$ cat src/rtl/score_pkg.sv
// Shared constants, state encoding and scoring helpers for the score keeper.
// Imported by the debouncer and the top-level scoreboard controller.
package score_pkg;

   typedef enum logic [1:0] {
      ST_SETUP = 2'b00,
      ST_PLAY  = 2'b01,
      ST_FINAL = 2'b10
   } game_state_e;

   localparam int         DEB_CYC_DEFAULT = 1_000_000;
   localparam logic [7:0] MAX_SCORE       = 8'd99;
   localparam logic [1:0] LAST_PERIOD     = 2'd3;

   localparam logic [7:0] TEAM_PAIR0 = 8'hAB;
   localparam logic [7:0] TEAM_PAIR1 = 8'hCD;
   localparam logic [7:0] TEAM_PAIR2 = 8'hEF;

   // Nine bits keep score + pv from wrapping before the clamp.
   function automatic logic [7:0] sat_add(input logic [7:0] score, input logic [1:0] pv);
      logic [8:0] sum;
      logic [7:0] res;
      sum = {1'b0, score} + {7'b0, pv};
      if (sum > {1'b0, MAX_SCORE}) res = MAX_SCORE;
      else                         res = sum[7:0];
      return res;
   endfunction

   function automatic logic [7:0] next_team(input logic [7:0] team);
      logic [7:0] res;
      case (team)
         TEAM_PAIR0: res = TEAM_PAIR1;
         TEAM_PAIR1: res = TEAM_PAIR2;
         default:    res = TEAM_PAIR0;
      endcase
      return res;
   endfunction

endpackage

$ cat src/rtl/key_debounce.sv
// One push-button channel: 2-FF synchronizer, stability counter and a
// single-cycle press pulse on each released->pressed transition.
module key_debounce
   import score_pkg::*;
#(
   parameter int DEB_CYC = DEB_CYC_DEFAULT
) (
   input  logic clk,
   input  logic rst_n,
   input  logic key_n_i,
   output logic press_o
);

   localparam int CW = (DEB_CYC > 1) ? $clog2(DEB_CYC + 1) : 1;

   logic          meta_q, sync_q, level_q, press_q;
   logic          level_d, press_d;
   logic [CW-1:0] cnt_q, cnt_d;

   // Any cycle where the synchronized input matches the level restarts the count.
   always_comb begin
      cnt_d   = '0;
      level_d = level_q;
      press_d = 1'b0;
      if (sync_q != level_q) begin
         if (cnt_q == CW'(DEB_CYC - 1)) begin
            level_d = sync_q;
            press_d = ~sync_q;
         end else begin
            cnt_d = cnt_q + CW'(1);
         end
      end
   end

   always_ff @(posedge clk or negedge rst_n) begin
      if (!rst_n) begin
         meta_q  <= 1'b1;
         sync_q  <= 1'b1;
         level_q <= 1'b1;
         cnt_q   <= '0;
         press_q <= 1'b0;
      end else begin
         meta_q  <= key_n_i;
         sync_q  <= meta_q;
         level_q <= level_d;
         cnt_q   <= cnt_d;
         press_q <= press_d;
      end
   end

   assign press_o = press_q;

endmodule

$ cat src/rtl/score_keeper.sv
// Basketball-style score keeper: five debounced keys drive a SETUP/PLAY/FINAL
// game FSM whose registered outputs feed the lcd1602 driver directly.
module score_keeper
   import score_pkg::*;
#(
   parameter int DEB_CYC = DEB_CYC_DEFAULT
) (
   input  logic        clk,
   input  logic        rst_n,
   input  logic        key_a,
   input  logic        key_b,
   input  logic        key_pts,
   input  logic        key_next,
   input  logic        key_team,
   output logic [17:0] disp_lcd,
   output logic [7:0]  team_name,
   output logic [2:0]  pts_led,
   output logic [1:0]  game_state
);

   localparam int NKEYS = 5;

   // Bit order: 0 a, 1 b, 2 pts, 3 next, 4 team.
   logic [NKEYS-1:0] keys_raw;
   logic [NKEYS-1:0] press;

   assign keys_raw = {key_team, key_next, key_pts, key_b, key_a};

   for (genvar gi = 0; gi < NKEYS; gi++) begin : g_key
      key_debounce #(
         .DEB_CYC (DEB_CYC)
      ) u_key_debounce (
         .clk     (clk),
         .rst_n   (rst_n),
         .key_n_i (keys_raw[gi]),
         .press_o (press[gi])
      );
   end

   game_state_e state_q, state_d;
   logic [1:0]  period_q, period_d;
   logic [7:0]  home_q, home_d;
   logic [7:0]  guest_q, guest_d;
   logic [7:0]  team_q, team_d;
   logic [2:0]  pts_q, pts_d;
   logic [1:0]  pv;

   // Adds use the point value held before any same-cycle key_pts rotation.
   assign pv = pts_q[2] ? 2'd3 : (pts_q[1] ? 2'd2 : 2'd1);

   always_comb begin
      state_d  = state_q;
      period_d = period_q;
      home_d   = home_q;
      guest_d  = guest_q;
      team_d   = team_q;
      pts_d    = pts_q;

      if (press[2]) pts_d = {pts_q[1:0], pts_q[2]};

      case (state_q)
         ST_SETUP: begin
            if (press[4]) team_d  = next_team(team_q);
            if (press[3]) state_d = ST_PLAY;
         end
         ST_PLAY: begin
            if (press[0]) home_d  = sat_add(home_q, pv);
            if (press[1]) guest_d = sat_add(guest_q, pv);
            if (press[3]) begin
               if (period_q == LAST_PERIOD) state_d  = ST_FINAL;
               else                         period_d = period_q + 2'd1;
            end
         end
         ST_FINAL: begin
         end
         default: state_d = ST_SETUP;
      endcase
   end

   always_ff @(posedge clk or negedge rst_n) begin
      if (!rst_n) begin
         state_q  <= ST_SETUP;
         period_q <= 2'd0;
         home_q   <= 8'd0;
         guest_q  <= 8'd0;
         team_q   <= TEAM_PAIR0;
         pts_q    <= 3'b001;
      end else begin
         state_q  <= state_d;
         period_q <= period_d;
         home_q   <= home_d;
         guest_q  <= guest_d;
         team_q   <= team_d;
         pts_q    <= pts_d;
      end
   end

   assign disp_lcd   = {period_q, guest_q, home_q};
   assign team_name  = team_q;
   assign pts_led    = pts_q;
   assign game_state = state_q;

endmodule

$ cat config.mk
export PLATFORM = sky130hd
export DESIGN_NAME = score_keeper
export DESIGN_NICKNAME = d
export VERILOG_FILES = /design/src/rtl/score_pkg.sv /design/src/rtl/key_debounce.sv /design/src/rtl/score_keeper.sv
export SDC_FILE = /design/constraint.sdc
export NUM_CORES = 1
export LEC_CHECK = 0
export BUFFER_PORTS_ARGS = -buffer_cell sky130_fd_sc_hd__buf_4
export CORE_ASPECT_RATIO = 1.4
export CORE_MARGIN = 4
export CORE_UTILIZATION = 35
export CTS_BUF_LIST = sky130_fd_sc_hd__clkbuf_2
export DETAILED_ROUTE_END_ITERATION = 8
export SLEW_MARGIN = 25
export SYNTH_ARGS = -nofsm -noshare
export SYNTH_HDL_FRONTEND = slang
export SYNTH_SLANG_ARGS = --single-unit
$ cat constraint.sdc
create_clock -name clk -period 3.25 [get_ports clk]
set_clock_uncertainty 0.1 [all_clocks]
set_input_delay 0.325 -clock clk [delete_from_list [all_inputs] [get_ports clk]]
set_output_delay 0.325 -clock clk [all_outputs]
set_load 0.02 [all_outputs]
==> results.sh <==
export IMPL_via_per_inst=4.82
export IMPL_whs_ns=0.0736
export IMPL_setup_tns_final_ns=0
export IMPL_outcome="finished clean"
export IMPL_grt_pass1_wl_um=21900
export IMPL_port_buffers=33
export IMPL_synth_top_area_share_pct=45.8
export IMPL_start_kind="flip-flop"
export IMPL_hpwl_um=8510
export IMPL_synthDistinctLibCells=54
export IMPL_yosysTopAreaCell="dfrtp_1"
export IMPL_cts_hold_buf=6
export IMPL_yosysSeqAreaShare_pct=52.2
export IMPL_pin_count=38
export IMPL_fmax_mhz=401
export IMPL_grt_max_degree=78
export IMPL_syn_to_final_growth_pct=11.0
export IMPL_ff2ff_setup_slack_ns=0.76
export IMPL_grt_antenna_before_repair=1
export IMPL_synth_ff_type="dfrtp_1"
export IMPL_synth_area_per_cell_um2=10.3
export IMPL_cp_max_fo=5
export IMPL_drv_slew=0
export IMPL_htree_levels=4
export IMPL_leakage_nw=3.42
export IMPL_finalCriticalPeriod_ns=2.49
export IMPL_final_nets=743
export IMPL_drive_above_1_share_pct=14.4
export IMPL_clock_root_buffer="clkbuf_2"
export IMPL_cp_end_kind="flip-flop"
export IMPL_cts_buffers=17
export IMPL_syn_area_mm2=0.00699
export IMPL_rr_startpoint="pts_led[2]"
export IMPL_cts_buffer_depth=2
export IMPL_first_pass_iters=4
export IMPL_syn_inst=676
export IMPL_cts_tree="yes"
export IMPL_rsz0062_at_grt="false"
export IMPL_worstSetupPathType="reg -> reg"
export IMPL_cts_repair_resize_count=0
export IMPL_cts_clk_slew_worst_paths_ns=0.24
export IMPL_grt_pass1_vias=4764
export IMPL_dieHeight_um=175
export IMPL_ir_worst_vdd_uv=155
export IMPL_synth_edf_count=0
export IMPL_totalWireLength_um=12300
export IMPL_gp_routability_congestion=0.793
export IMPL_core_area_mm2=0.0194
export IMPL_maxSlewHeadroom_pct=52.9
export IMPL_synthTopCellsByArea="dfrtp_1 (46%), xor2_1 (7.4%), nor2_1 (6.8%)"
export IMPL_hp_class="in -> async"
export IMPL_antenna_left=0
export IMPL_drt_iter0_drc=228
export IMPL_start_util_pct=36.0
export IMPL_yosys_warnings=0
export IMPL_synth_seq_cells=145
export IMPL_drc=0
export IMPL_rows=60
export IMPL_r2r_end="home_q[4]"
export IMPL_clk_latency_ns=0.67
export IMPL_required_ns=3.75
export IMPL_grt_usage_pct=11.8
export IMPL_grt_ovfl_total=0
export IMPL_post_cts_buffers=0
export IMPL_reg2reg_depth=9
export IMPL_drv_cap=0
export IMPL_clock_sinks=145
export IMPL_dieArea_mm2=0.0223
export IMPL_p_per_area_mw_per_mm2=387
export IMPL_die_width_um=127
export IMPL_async_flop_share_pct=100
export IMPL_vias=4750
export IMPL_wire_per_inst_um=12.5
export IMPL_final_hold_violation_count=0
export IMPL_worst_pin_slew_ns=0.706
export IMPL_arrival_ns=2.99
export IMPL_setup_viol=0
export IMPL_period_share_pct=76.7
[how the worst max path moves through the flow]
| stage | start | end | slack, ns | cells after the start |
|---|---|---|---|---|
| floorplan | pts_led[2] | guest_q[2] | 0.82 | 9 |
| global placement | pts_led[1] | home_q[1] | 0.85 | 7 |
| detailed placement | pts_led[2] | guest_q[4] | 0.77 | 9 |
| CTS | pts_led[1] | home_q[1] | 0.76 | 7 |
| global route | pts_led[2] | guest_q[2] | 0.56 | 9 |
| finish | pts_led[2] | home_q[4] | 0.76 | 9 |
[cell usage in the layout (no fill, tap or decap), drive strengths merged, types with 18 or more instances in the layout]
| master | netlist | routed |
|---|---|---|
| xnor2 | 47 | 47 |
| and3 | 22 | 22 |
| clkbuf | 2 | 18 |
| nand3 | 46 | 46 |
| xor2 | 59 | 59 |
| dfrtp | 128 | 128 |
| inv | 21 | 26 |
| nor2 | 127 | 127 |
| nand4 | 20 | 20 |
| nand2 | 43 | 43 |
| buf | 14 | 36 |
[state kept, by name, summed over array words and instances (netlist names)]
signal and flops:
g_key.u_key_debounce.cnt_q 100, guest_q 8, home_q 8, g_key.u_key_debounce.level_q 5
g_key.u_key_debounce.meta_q 5, g_key.u_key_debounce.press_o 5, g_key.u_key_debounce.sync_q 5, pts_led 3
game_state 2, period_q 2, team_name 2
[layer usage]
| layer | global-route usage (%) | share of wire, % |
|---|---|---|
| met4 | 3.94 | 1.2 |
| met5 | 0 | 0 |
| met1 | 14.3 | 46 |
| met3 | 2.62 | 2.6 |
| met2 | 20.5 | 51 |
[critical path, cell delays in order, from the launching register on]
cell,delay [ns]
dfrtp_1,0.44
nand2b_1,0.15
ha_1,0.17
inv_1,0.05
fa_1,0.42
and3b_1,0.27
nand3_1,0.10
xnor2_1,0.20
a221o_1,0.37
a21oi_1,0.17
[report_power, final]
group | internal (mW) | switching [mW] | total, mW
sequential | 1.83 | 0.0179 | 1.85
combinational | 0.0303 | 0.0743 | 0.105
clock | 0.368 | 0.679 | 1.05
[synth_stat cells (10+ instances only)]
library cell and number:
dfrtp_1 128, nor3_1 16, inv_1 21, ha_1 11, and3_1 19, mux2_2 10, xor2_1 59, dfstp_2 17
nand2_1 41, nand3_1 46, xnor2_1 47, nand4_1 20, nor2_1 127
[logic make-up (layout without fill, tap and decap cells)]
kind of cell             after synthesis  after routing  share of synthesized area, %
AND/OR/NAND/NOR                      329            329                          23.9
flip-flops                           145            145                          52.2
other                                  2              5                         0.107
buffers and inverters                 37             95                          2.93
multiplexers                          13             13                          2.11
adder cells (fa/ha/maj)               13             13                          2.54
XOR/XNOR                             106            106                          13.3
AO/OA/AOI/OAI                         31             31                          2.97
[area by class of cell]
cell class | count | area [µm²]
Clock inverter | 14 | 154
Timing Repair Buffer | 42 | 334
Multi-Input combinational cell | 496 | 3150
Fill cell | 1939 | 11700
Sequential cell | 145 | 3650
Antenna cell | 1 | 2.50
Clock buffer | 18 | 90.1
Inverter | 21 | 78.8
Tap cell | 248 | 310
[stage by stage]
step	instances	utilization (%)	instance area (µm²)	total power [mW]	setup WS, ns
6_report	985	39.9	7770	3.00	0.758
5_1_grt	985	39.9	7770	3.18	0.557
4_1_cts	984	39.9	7760	3.08	0.756
3_5_place_dp	946	38.4	7460	1.99	0.772
3_3_place_gp	946	38.4	7460	1.99	0.846
2_1_floorplan	678	-	7000	1.94	0.825
Power figures use the tool's default switching activity.
